## config.mk

```make
export PLATFORM = sky130hd
export DESIGN_NAME = rv_decode_stage
export DESIGN_NICKNAME = d
export VERILOG_FILES = /design/src/rtl/rv_pkg.sv /design/src/rtl/rv_regfile.sv /design/src/rtl/rv_decode_stage.sv
export SDC_FILE = /design/constraint.sdc
export NUM_CORES = 2
export LEC_CHECK = 0
export BUFFER_PORTS_ARGS = -buffer_cell sky130_fd_sc_hd__buf_2
export CORE_MARGIN = 2
export CORE_UTILIZATION = 35
export DETAILED_ROUTE_END_ITERATION = 8
export PLACE_DENSITY = 0.52
export SETUP_SLACK_MARGIN = 0.2
export SYNTH_ARGS = -nofsm -noshare
export SYNTH_HDL_FRONTEND = slang
export SYNTH_SLANG_ARGS = --single-unit
```

## constraint.sdc

```tcl
create_clock -name clk -period 87.2 [get_ports clk]
set_input_delay 8.72 -clock clk [delete_from_list [all_inputs] [get_ports clk]]
set_output_delay 8.72 -clock clk [all_outputs]
set_load 0.005 [all_outputs]
```

## src/rtl/rv_pkg.sv

```systemverilog
// rtl/rv_pkg.sv - shared types, opcodes and opcode classifier for the decode stage
package rv_pkg;

   localparam int XLEN  = 32;
   localparam int NREGS = 32;
   localparam int RAW   = $clog2(NREGS);

   typedef enum logic [2:0] {
      FMT_R = 3'd0,
      FMT_I = 3'd1,
      FMT_S = 3'd2,
      FMT_B = 3'd3,
      FMT_U = 3'd4,
      FMT_J = 3'd5
   } imm_fmt_e;

   localparam logic [6:0] OPC_OP     = 7'b0110011;
   localparam logic [6:0] OPC_OP_IMM = 7'b0010011;
   localparam logic [6:0] OPC_LOAD   = 7'b0000011;
   localparam logic [6:0] OPC_JALR   = 7'b1100111;
   localparam logic [6:0] OPC_STORE  = 7'b0100011;
   localparam logic [6:0] OPC_BRANCH = 7'b1100011;
   localparam logic [6:0] OPC_LUI    = 7'b0110111;
   localparam logic [6:0] OPC_AUIPC  = 7'b0010111;
   localparam logic [6:0] OPC_JAL    = 7'b1101111;

   typedef struct packed {
      imm_fmt_e fmt;
      logic     illegal;
   } opc_class_t;

   // Unknown opcodes fall back to R format so they carry no immediate.
   function automatic opc_class_t classify_opcode(input logic [6:0] opc);
      opc_class_t c;
      c.fmt     = FMT_R;
      c.illegal = 1'b0;
      case (opc)
         OPC_OP:                        c.fmt = FMT_R;
         OPC_OP_IMM, OPC_LOAD, OPC_JALR: c.fmt = FMT_I;
         OPC_STORE:                     c.fmt = FMT_S;
         OPC_BRANCH:                    c.fmt = FMT_B;
         OPC_LUI, OPC_AUIPC:            c.fmt = FMT_U;
         OPC_JAL:                       c.fmt = FMT_J;
         default:                       c.illegal = 1'b1;
      endcase
      return c;
   endfunction

endpackage

```

## src/rtl/rv_regfile.sv

```systemverilog
// rtl/rv_regfile.sv - 2R1W register file, x0 reads zero, write-through reads
module rv_regfile
   import rv_pkg::*;
(
   input  logic            clk,
   input  logic            rst,
   input  logic [RAW-1:0]  rs1_addr,
   input  logic [RAW-1:0]  rs2_addr,
   output logic [XLEN-1:0] rs1_data,
   output logic [XLEN-1:0] rs2_data,
   input  logic            wr_en,
   input  logic [RAW-1:0]  wr_addr,
   input  logic [XLEN-1:0] wr_data
);

   logic [XLEN-1:0] regs [NREGS];

   always_ff @(posedge clk or posedge rst) begin
      if (rst) begin
         for (int i = 0; i < NREGS; i++) begin
            regs[i] <= '0;
         end
      end else if (wr_en && wr_addr != '0) begin
         regs[wr_addr] <= wr_data;
      end
   end

   // Bypass the in-flight writeback so a same-cycle reader sees the new value.
   always_comb begin
      rs1_data = regs[rs1_addr];
      if (rs1_addr == '0)                   rs1_data = '0;
      else if (wr_en && wr_addr == rs1_addr) rs1_data = wr_data;
   end

   always_comb begin
      rs2_data = regs[rs2_addr];
      if (rs2_addr == '0)                   rs2_data = '0;
      else if (wr_en && wr_addr == rs2_addr) rs2_data = wr_data;
   end

endmodule

```

## src/rtl/rv_decode_stage.sv

```systemverilog
// rtl/rv_decode_stage.sv - decode/operand stage: decoder, immediates, scoreboard, output register
module rv_decode_stage
   import rv_pkg::*;
(
   input  logic            clk,
   input  logic            rst,
   input  logic            if_valid,
   output logic            if_ready,
   input  logic [31:0]     if_instr,
   input  logic [31:0]     if_pc,
   output logic            ex_valid,
   input  logic            ex_ready,
   output logic [31:0]     ex_instr,
   output logic [XLEN-1:0] ex_rs1_val,
   output logic [XLEN-1:0] ex_rs2_val,
   output logic [XLEN-1:0] ex_imm,
   output logic [31:0]     ex_pc,
   output logic [2:0]      ex_fmt,
   output logic            ex_illegal,
   input  logic            wb_en,
   input  logic [RAW-1:0]  wb_rd,
   input  logic [XLEN-1:0] wb_data
);

   opc_class_t      cls;
   imm_fmt_e        fmt;
   logic            illegal;
   logic [RAW-1:0]  rs1, rs2, rd;
   logic            uses_rs1, uses_rs2, writes_rd;
   logic [XLEN-1:0] rf_rs1, rf_rs2;
   logic [XLEN-1:0] imm;
   logic [NREGS-1:0] sb, busy, wb_clr, rd_set;
   logic            hazard, slot_free, issue;

   assign cls     = classify_opcode(if_instr[6:0]);
   assign fmt     = cls.fmt;
   assign illegal = cls.illegal;
   assign rs1     = if_instr[19:15];
   assign rs2     = if_instr[24:20];
   assign rd      = if_instr[11:7];

   assign uses_rs1  = !illegal && (fmt inside {FMT_R, FMT_I, FMT_S, FMT_B});
   assign uses_rs2  = !illegal && (fmt inside {FMT_R, FMT_S, FMT_B});
   assign writes_rd = !illegal && (fmt inside {FMT_R, FMT_I, FMT_U, FMT_J}) && (rd != '0);

   always_comb begin
      imm = '0;
      if (!illegal) begin
         case (fmt)
            FMT_I:   imm = {{20{if_instr[31]}}, if_instr[31:20]};
            FMT_S:   imm = {{20{if_instr[31]}}, if_instr[31:25], if_instr[11:7]};
            FMT_B:   imm = {{19{if_instr[31]}}, if_instr[31], if_instr[7],
                            if_instr[30:25], if_instr[11:8], 1'b0};
            FMT_U:   imm = {if_instr[31:12], 12'b0};
            FMT_J:   imm = {{11{if_instr[31]}}, if_instr[31], if_instr[19:12],
                            if_instr[20], if_instr[30:21], 1'b0};
            default: imm = '0;
         endcase
      end
   end

   rv_regfile u_rf (
      .clk      (clk),
      .rst      (rst),
      .rs1_addr (rs1),
      .rs2_addr (rs2),
      .rs1_data (rf_rs1),
      .rs2_data (rf_rs2),
      .wr_en    (wb_en),
      .wr_addr  (wb_rd),
      .wr_data  (wb_data)
   );

   // A writeback landing this cycle retires its pending bit before the hazard check.
   assign wb_clr = wb_en ? (NREGS'(1) << wb_rd) : '0;
   assign busy   = sb & ~wb_clr;
   assign hazard = (uses_rs1 && busy[rs1]) || (uses_rs2 && busy[rs2]) || (writes_rd && busy[rd]);

   assign slot_free = !ex_valid || ex_ready;
   assign if_ready  = slot_free && !hazard;
   assign issue     = if_valid && if_ready;

   assign rd_set = (issue && writes_rd) ? (NREGS'(1) << rd) : '0;

   always_ff @(posedge clk or posedge rst) begin
      if (rst) begin
         sb <= '0;
      end else begin
         sb <= ((sb & ~wb_clr) | rd_set) & ~NREGS'(1);
      end
   end

   always_ff @(posedge clk or posedge rst) begin
      if (rst) begin
         ex_valid   <= 1'b0;
         ex_instr   <= '0;
         ex_rs1_val <= '0;
         ex_rs2_val <= '0;
         ex_imm     <= '0;
         ex_pc      <= '0;
         ex_fmt     <= '0;
         ex_illegal <= 1'b0;
      end else if (issue) begin
         ex_valid   <= 1'b1;
         ex_instr   <= if_instr;
         ex_rs1_val <= uses_rs1 ? rf_rs1 : '0;
         ex_rs2_val <= uses_rs2 ? rf_rs2 : '0;
         ex_imm     <= imm;
         ex_pc      <= if_pc;
         ex_fmt     <= fmt;
         ex_illegal <= illegal;
      end else if (ex_ready) begin
         ex_valid <= 1'b0;
      end
   end

endmodule

```

==> summary.txt <==
Status
  – Status: complete, no violations

Timing
  – Setup Skew: 29.1 ps
  – Total negative setup slack: 0 ps
  – Setup violations, final: 0
  – Final Critical Period: 21270 ps
  – Final slew viol count: 0
  – Final worst path period share: 24.4%
  – RSZ-0062 raised after global routing: false
  – F_max: 47.0 MHz
  – Slew HR: 19.1%
  – Fin. Hold Viols: 0
  – Slew @ Worst Pin: 1210 ps

Critical path
  – Crit-path most repeated cell: buf_4
  – Critical Path AT: 12550 ps
  – CP Launch Type: input pin
  – Crit-path slowest cell: buf_4
  – CP max FO: 75
  – Worst reg2reg setup slack: 83020 ps
  – Worst setup EP type: output port
  – CP cell instances: buf_8 > buf_4 > buf_4 > nand2_1 > o311ai_0 > a21oi_1 > a211oi_1 > nor4_2 > and2_1 > buf_2
  – Cell count of the worst reg-to-reg path: 9
  – Critical path type: in -> out
  – RR Startpoint: sb[6]$_DFF_PP0_
  – Worst EP required: 78480 ps
  – Terminus of the critical flop-to-flop path: ex_rs1_val[13]$_DFFE_PP0P_
  – CP max stage delay: 890 ps

Synth
  – Flops & latches, synth: 1220
  – Yosys cell types: 77
  – Compound-Gate Fraction of Synth Area: 2.41%
  – EDFF count, synth: 0
  – Mux contribution to synthesized area: 44.5%
  – Mapped Cells: 4046
  – Post-synthesis sequential area ratio: 47.9%
  – Syn avg cell area: 15.8 um^2
  – Synth Flop Type: dfrtp_1
  – Synth area leaders: dfrtp_1 48%, mux4_2 23%, mux2_2 18%
  – Combinational family with the most area after synthesis: multiplexers
  – Ys async rst share: 100%
  – Top cells by count, synth: 1220 x dfrtp_1, 1019 x mux2_2, 649 x mux4_2
  – Synth warn: 0
  – Synth Cell Area: 63800 um^2
  – Yosys top cell area share: 47.9%
  – XOR/XNOR share of the synthesized area: 0.151%
  – Post-Synth Adder-Cell Area: 0.0196%
  – Simple-Gate Fraction of Synth Area: 1.97%
  – Synthesized net count: 4153
  – Post-synth top area cell: dfrtp_1
  – Count leader, synth: dfrtp_1

GRT
  – Largest net degree at the start of global routing: 158
  – Vias in the first global route: 40000
  – First-pass GRT wire length: 292 mm
  – GRT Total Usage: 21.4%
  – Initial antenna violation count: 14
  – Grt total ovfl: 0

Clock network
  – CTS tree: built
  – # Post-CTS Setup Buffers: 0
  – TritonCTS Buffers: 143
  – Clock latency on the worst-skew pair: 780 ps
  – Clock root cell: clkbuf_16
  – Htree depth: 4
  – Hold-fix buffers at CTS: 0
  – Clock sink count: 1220
  – Buffer depth of the longest clock path: 3
  – Post-CTS Resized: 0
  – Reg clk slew, reported paths: 50 ps

Route
  – DRT iter0 DRCs: 2928
  – Routed wire per std cell: 30.1 um
  – Drt via density: 5.90
  – Final ANT Viol Nets: 0
  – Total Wirelength: 197 mm
  – Vias: 38600
  – Drt first pass iters: 5
  – Residual DRC: 0

Pwr
  – Int Pwr: 1.21 mW
  – Sw Share: 26.2%
  – Leakage power: 30.9 nW
  – Sequential power share: 44.5%
  – Worst vdd ir: 0.0000210 V
  – Clock network fraction of total power: 36.8%
  – NetSw: 0.428 mW
  – PwrDens: 22.8 nW/um^2
  – Comb pwr share: 18.7%

Hold path
  – HP Class: reg -> reg
  – Hold path depth: 0
  – HP Start: u_rf.regs[1003]$_DFFE_PP0P_
  – Hold EP: u_rf.regs[1003]$_DFFE_PP0P_

Placed design
  – Port buffer count: 271
  – Cells after DPL: 6299
  – Gp weighted congestion: 0.861
  – Dpl hpwl: 109 mm

Layout
  – Fill cells: 16600
  – Multi-input gate area: 31600 um^2
  – Area growth syn-to-layout: 12.6%
  – Reg area: 30500 um^2
  – Share of layout cells above drive strength 1: 54.8%
  – Fin cells: 6553
  – Nets: 4181

Floorplan
  – Rows: 156
  – Die height: 431 um
  – IO Pins: 272
  – Area of the core: 181000 um^2
  – Initial core utilization: 35.3%
  – Die Footprint: 186000 um^2
  – Die X: 431 um

Run
  – Maxcap violations: 0
==> stage by stage <==
step                utilization (%)  power, mW  hold WS, ps  instance area (um^2)  setup WS (ps)
finish                         39.7       1.64          390                 71800          65930
global route                   39.7       1.71          403                 71800          65740
CTS                            39.7       1.66          396                 71800          65980
detailed placement             37.1       1.05          383                 67100          65960
global placement               37.1       1.04          376                 67100          65950
floorplan                         -      0.961          441                 63800          44110
==> worst max-delay path, delay by kind of cell <==
kind / cells / cell delay, ps
compound gates: 3 / 920
buf+inv: 4 / 2310
simple gates: 3 / 390
==> cell families (layout without fill, tap and decap cells) <==
family	Yosys count	count (layout)
AOI/OAI and AO/OA	212	212
DFF	1220	1220
muxes	1877	1877
xor gates and xnor gates	11	11
other	0	4
adders and majority gates	1	1
buffers and inverters	471	604
and+or+nand+nor	254	254
==> power by group through the flow <==
stage	Combinational, mW	Clock (mW)	Sequential (mW)
floorplan	0.242	0	0.719
CTS	0.310	0.618	0.728
detailed placement	0.309	0	0.738
global route	0.328	0.644	0.742
global placement	0.305	0	0.733
finish	0.305	0.602	0.729
==> area by class of cell <==
cell class | instances | share of cell area (%)
multi-input combinational | 2355 | 44.0
sequential | 1220 | 42.5
clock buffer | 222 | 6.08
tap | 2370 | 4.13
timing repair buffer | 336 | 2.73
clock inverter | 28 | 0.429
inverter | 18 | 0.112
antenna | 4 | 0.0139
==> flip-flops by register name, summed over array words and instances, names as in the netlist <==
name and count:
ex_fmt 3, ex_rs1_val 32, u_rf.regs 1024, ex_rs2_val 32
ex_instr 32, ex_pc 32, ex_valid 1, sb 31
ex_imm 32, ex_illegal 1
==> routing by layer <==
metal	vias to the layer above	global-route usage [%]	wire length, um
met5	-	0	68
li1	15800	-	-
met1	21400	31.3	91200
met4	12	5.46	4620
met2	1121	33.1	91100
met3	272	3.42	10400
==> layout by cell type, fill, tap and decap left out, types with 5 or more instances in the layout <==
cell and count:
a22oi_1 5, o41ai_1 31, inv_1 12, mux4_2 649, o211ai_1 8, mux2_2 1019, buf_2 262, nor2b_1 12
clkbuf_16 149, or2_2 5, clkbuf_1 37, mux2i_1 78, o2111ai_1 5, mux2_1 113, buf_4 63, nand3_1 9
bufinv_16 5, o21ai_1 11, o21ai_0 18, clkinv_2 15, nor2_1 97, nand2_4 14, dfrtp_1 1220, or3_1 6
a211oi_1 68, nor2_4 13, inv_6 5, nand2_1 43, clkbuf_8 36, a21oi_1 29, mux2_4 18, nor3_1 6
xor2_1 9, nand2b_1 8
==> worst max path at each step <==
stage / startpoint / endpoint / slack (ps)
finish: if_instr[16] / if_ready / 65930
global route: if_instr[16] / if_ready / 65740
CTS: if_instr[16] / if_ready / 65980
detailed placement: if_instr[16] / if_ready / 65960
global placement: if_instr[16] / if_ready / 65950
floorplan: rst / ex_fmt[0]$_DFFE_PP0P_ / 44110
Note: power is estimated with default switching activity, not from simulation.
